==> config.mk <==
export PLATFORM = sky130hd
export DESIGN_NAME = shift_capture_reg
export DESIGN_NICKNAME = d
export VERILOG_FILES = /design/src/rtl/shift_capture_reg.sv
export SDC_FILE = /design/constraint.sdc
export NUM_CORES = 1
export LEC_CHECK = 0
export CORE_AREA = 10 10 47 49
export CTS_CLUSTER_DIAMETER = 80
export DETAILED_ROUTE_END_ITERATION = 7
export DIE_AREA = 0 0 57 59
export HOLD_SLACK_MARGIN = 0.12
export PLACE_DENSITY_LB_ADDON = 0.12
export SYNTH_ARGS = -nofsm -noshare
export SYNTH_HDL_FRONTEND = slang
export SYNTH_SLANG_ARGS = --single-unit
==> constraint.sdc <==
create_clock -name Clk -period 3.7 [get_ports Clk]
set_input_delay 0.74 -clock Clk [delete_from_list [all_inputs] [get_ports Clk]]
set_output_delay 0.74 -clock Clk [all_outputs]
set_load 0.03 [all_outputs]
==> src/rtl/shift_capture_reg.sv <==
// shift_capture_reg: WIDTH-bit universal register (hold / shift right / shift left / load)
// with clock enable, saturating shift counter, full flag and registered Di edge detection.

module shift_capture_reg #(
  parameter int unsigned      WIDTH     = 4,
  parameter logic [WIDTH-1:0] RESET_VAL = '0
) (
  input  logic                         Clk,
  input  logic                         Rst,
  input  logic                         En,
  input  logic [1:0]                   Mode,
  input  logic                         Di,
  input  logic [WIDTH-1:0]             Pd,
  output logic [WIDTH-1:0]             Q,
  output logic                         So,
  output logic [$clog2(WIDTH+1)-1:0]   Cnt,
  output logic                         Full,
  output logic                         Rise,
  output logic                         Fall
);

  localparam int unsigned CntW = $clog2(WIDTH + 1);
  localparam logic [CntW-1:0] CntMax = CntW'(WIDTH);

  localparam logic [1:0] ModeHold  = 2'b00;
  localparam logic [1:0] ModeRight = 2'b01;
  localparam logic [1:0] ModeLeft  = 2'b10;
  localparam logic [1:0] ModeLoad  = 2'b11;

  logic [WIDTH-1:0] q_q, q_d;
  logic [CntW-1:0]  cnt_q, cnt_d;
  logic             di_prev_q;
  logic             rise_q;
  logic             fall_q;

  // Next-state for register contents and the saturating shift counter.
  always_comb begin
    q_d   = q_q;
    cnt_d = cnt_q;
    if (En) begin
      unique case (Mode)
        ModeHold: begin
          q_d = q_q;
        end
        ModeRight: begin
          q_d = {Di, q_q[WIDTH-1:1]};
          if (cnt_q != CntMax) cnt_d = cnt_q + CntW'(1);
        end
        ModeLeft: begin
          q_d = {q_q[WIDTH-2:0], Di};
          if (cnt_q != CntMax) cnt_d = cnt_q + CntW'(1);
        end
        ModeLoad: begin
          q_d   = Pd;
          cnt_d = '0;
        end
        default: begin
          q_d = q_q;
        end
      endcase
    end
  end

  // Register and counter state; synchronous reset overrides everything.
  always_ff @(posedge Clk) begin
    if (Rst) begin
      q_q   <= RESET_VAL;
      cnt_q <= '0;
    end else begin
      q_q   <= q_d;
      cnt_q <= cnt_d;
    end
  end

  // Edge detector on Di runs every cycle regardless of En.
  always_ff @(posedge Clk) begin
    if (Rst) begin
      di_prev_q <= 1'b0;
      rise_q    <= 1'b0;
      fall_q    <= 1'b0;
    end else begin
      di_prev_q <= Di;
      rise_q    <= Di & ~di_prev_q;
      fall_q    <= ~Di & di_prev_q;
    end
  end

  // Serial out shows the bit the pending shift would discard; independent of En.
  always_comb begin
    So = 1'b0;
    case (Mode)
      ModeRight: So = q_q[0];
      ModeLeft:  So = q_q[WIDTH-1];
      default:   So = 1'b0;
    endcase
  end

  assign Q    = q_q;
  assign Cnt  = cnt_q;
  assign Full = (cnt_q == CntMax);
  assign Rise = rise_q;
  assign Fall = fall_q;

endmodule

==> flow_summary.json <==
{
  "r2r-start": "Cnt[0]",
  "met3_usage_pct": 6.867,
  "grt_use_met2_pct": 12.56,
  "cts.sinks": 10,
  "dp_hpwl_um": 1014,
  "worst-r2r-setup-slack_ns": 2.20,
  "root_buffer": "clkbuf_4",
  "p_per_area_mw_per_mm2": 357.4,
  "maxCapViolCount": 0,
  "num_vias": 504,
  "cts-hold-fix-buffers": 0,
  "fp.dieArea_mm2": 0.003363,
  "portBuffers": 20,
  "syn-num-nets": 77,
  "async_flop_share_pct": 0,
  "firstDrtPassIters": 4,
  "synth_cells": 61,
  "drtAntennaViolNets": 0,
  "insertedDiodeCount": 0,
  "max_freq_ghz": 0.3094,
  "cp.required_ns": 2.96,
  "relSlewSlack_pct": 67.07,
  "hold_viol_final": 0,
  "insertion_delay_ns": 0.27,
  "grt_pass1_vias": 500,
  "final_util_pct": 56.07,
  "rows": 14,
  "grt_pass1_wl_um": 2104,
  "min_to": "Rise",
  "synth_most_common_cell": "dfxtp_1",
  "final_max_slew_viol_count": 0,
  "synth_edf_count": 0,
  "r2r-end": "Cnt[0]",
  "final.setup.tns_ns": 0,
  "grt_overflow_total": 0,
  "cts_buffer_depth": 2,
  "path_class": "in2out",
  "cts_tree": "done",
  "top_usage_layer": "met2",
  "syn_area_per_cell_um2": 8.943,
  "power_leakage_nw": 0.3126,
  "clk_pin_slew_worst_paths_ns": 0.07,
  "layout-drive-gt1-share_pct": 6.098,
  "numCtsBuffers": 3,
  "synth-seq-cells": 10,
  "postCtsSetupRepairBufs": 0,
  "nNetsFinal": 99,
  "fin_crit_ns": 3.232,
  "drt_wl_total_um": 1286,
  "worst_slew_pin_slew_ns": 0.4929,
  "die_height_um": 59,
  "skew_ns": 0.0007409,
  "gp_congestion": 0.6818,
  "end_kind": "primary output",
  "hold_depth": 1,
  "cts-resized-gates": 0,
  "fin_crit_sh_pct": 87.36,
  "die_w_um": 57,
  "arrival_ns": 2.49,
  "setup_viol": 0,
  "drc": 0,
  "status": "complete, no violations",
  "grt_use_met1_pct": 7.246,
  "min-delay-start": "di_prev_q",
  "routedWlPerCell_um": 13.12,
  "hp-class": "reg2reg",
  "clock_tree.htree_level_count": 1,
  "core-area_mm2": 0.001401,
  "yosysWarnings": 0,
  "antenna_found_initial": 0,
  "ir_worst_vdd_uv": 199.0,
  "synth_ff_type": "dfxtp_1",
  "ys_seq_area_share_pct": 36.70,
  "grt_max_degree": 11,
  "start_util_pct": 38.93,
  "grt_usage_pct": 8.043,
  "dr.first_iter.drc_count": 10,
  "yosys.area.top_type": "dfxtp_1",
  "cp_max_fo": 5,
  "synth.top_cell.area_share_pct": 36.70,
  "n_fill_cell": 139,
  "synth_area_leaders": "dfxtp_1 37%, ha_1 14%, a22oi_1 6.9%, a311oi_1 6.4%, nor2b_1 4.6%",
  "rsz0062_at_grt": "false",
  "via_per_inst": 5.143,
  "yosysUniqueCellTypes": 22,
  "startpoint_type": "input pin",
  "syn2layout_area_growth_pct": 44.04,
  "syn-cell-area_um2": 545.5,
  "rr_worst_depth": 5,
  "synthTopCellsByCount": "10 x dfxtp_1, 6 x ha_1, 5 x a22oi_1, 5 x inv_1, 5 x nor2_1",
  "io_pins": 21
}
critical path, cell delays in order:
cell and delay (ns):
clkdlybuf4s50_1 0.51, inv_1 0.07, ha_1 0.35, nor2b_1 0.14
clkdlybuf4s50_1 0.68
sequential cells by signal, summed over array words and instances (netlist names):
name and count:
Q 4, Cnt 3, Rise 1, di_prev_q 1, Fall 1
how the worst max path moves through the flow:
stage / endpoint / startpoint / slack [ns] / cells after the start
final: So / Mode[0] / 0.47 / 5
after global routing: So / Mode[0] / 0.34 / 6
after floorplan: So / Mode[0] / 1.37 / 4
after global placement: So / Mode[0] / 0.49 / 5
after detailed placement: So / Mode[0] / 0.46 / 5
after CTS: So / Mode[0] / 0.46 / 5
cell type report:
cell class              instances  area, um2  share of cell area, %
clock buffers                   4      36.28                  4.618
multi-input cells              43      310.3                  39.49
inverters                       5      18.77                  2.389
repair buffers                 20      200.2                  25.48
well taps                      16      20.02                  2.548
flip-flops and latches         10      200.2                  25.48
stage by stage:
| step | hold slack [ns] | cell area, um2 | setup WS [ns] | instances | power [W] |
|---|---|---|---|---|---|
| 3_5_place_dp | 0.4025 | 749.5 | 0.4637 | 94 | 0.0001835 |
| 4_1_cts | 0.4110 | 785.8 | 0.4551 | 98 | 0.0002855 |
| 5_1_grt | 0.4321 | 785.8 | 0.3446 | 98 | 0.0002964 |
| 6_report | 0.4064 | 785.8 | 0.4678 | 98 | 0.0002808 |
| 3_3_place_gp | 0.4039 | 749.5 | 0.4893 | 94 | 0.0001830 |
| 2_1_floorplan | 0.3835 | 545.5 | 1.370 | 61 | 0.0001563 |
cells in the final DEF, fill, tap and decap left out, drive strengths merged:
cell / count
nand2: 4
or4: 1
nor3b: 1
o21a: 1
and3: 1
clkdlybuf4s50: 20
nor2: 5
o21ai: 4
a22oi: 5
inv: 5
nor4bb: 1
o21ba: 1
and2: 1
a311oi: 4
ha: 6
nor4b: 1
nor2b: 4
a21oi: 3
clkbuf: 4
dfxtp: 10
power breakdown:
part | switching (W) | internal [W] | total, W
logic | 0.0000320 | 0.0000294 | 0.0000614
clock network | 0.0000404 | 0.0000598 | 0.000100
registers | 0.00000549 | 0.000114 | 0.000119
total | 0.0000778 | 0.000203 | 0.000281
kinds of logic (layout without fill, tap and decap cells):
group | count (synthesis) | in the layout | synth area share, %
compound gates | 18 | 18 | 22.93
simple gates | 19 | 19 | 20.18
fa+ha+maj | 6 | 6 | 13.76
buf+inv | 8 | 29 | 6.421
flops | 10 | 10 | 36.70
metal layers:
| layer | routed length (um) | share of wire, % | vias to the layer above |
|---|---|---|---|
| met3 | 165 | 13 | 5 |
| met4 | 19 | 1.5 | 0 |
| met5 | 0 | 0 | - |
| li1 | - | - | 259 |
| met1 | 527 | 41 | 221 |
| met2 | 574 | 45 | 19 |
No activity file was read; power rests on OpenSTA's default activity.
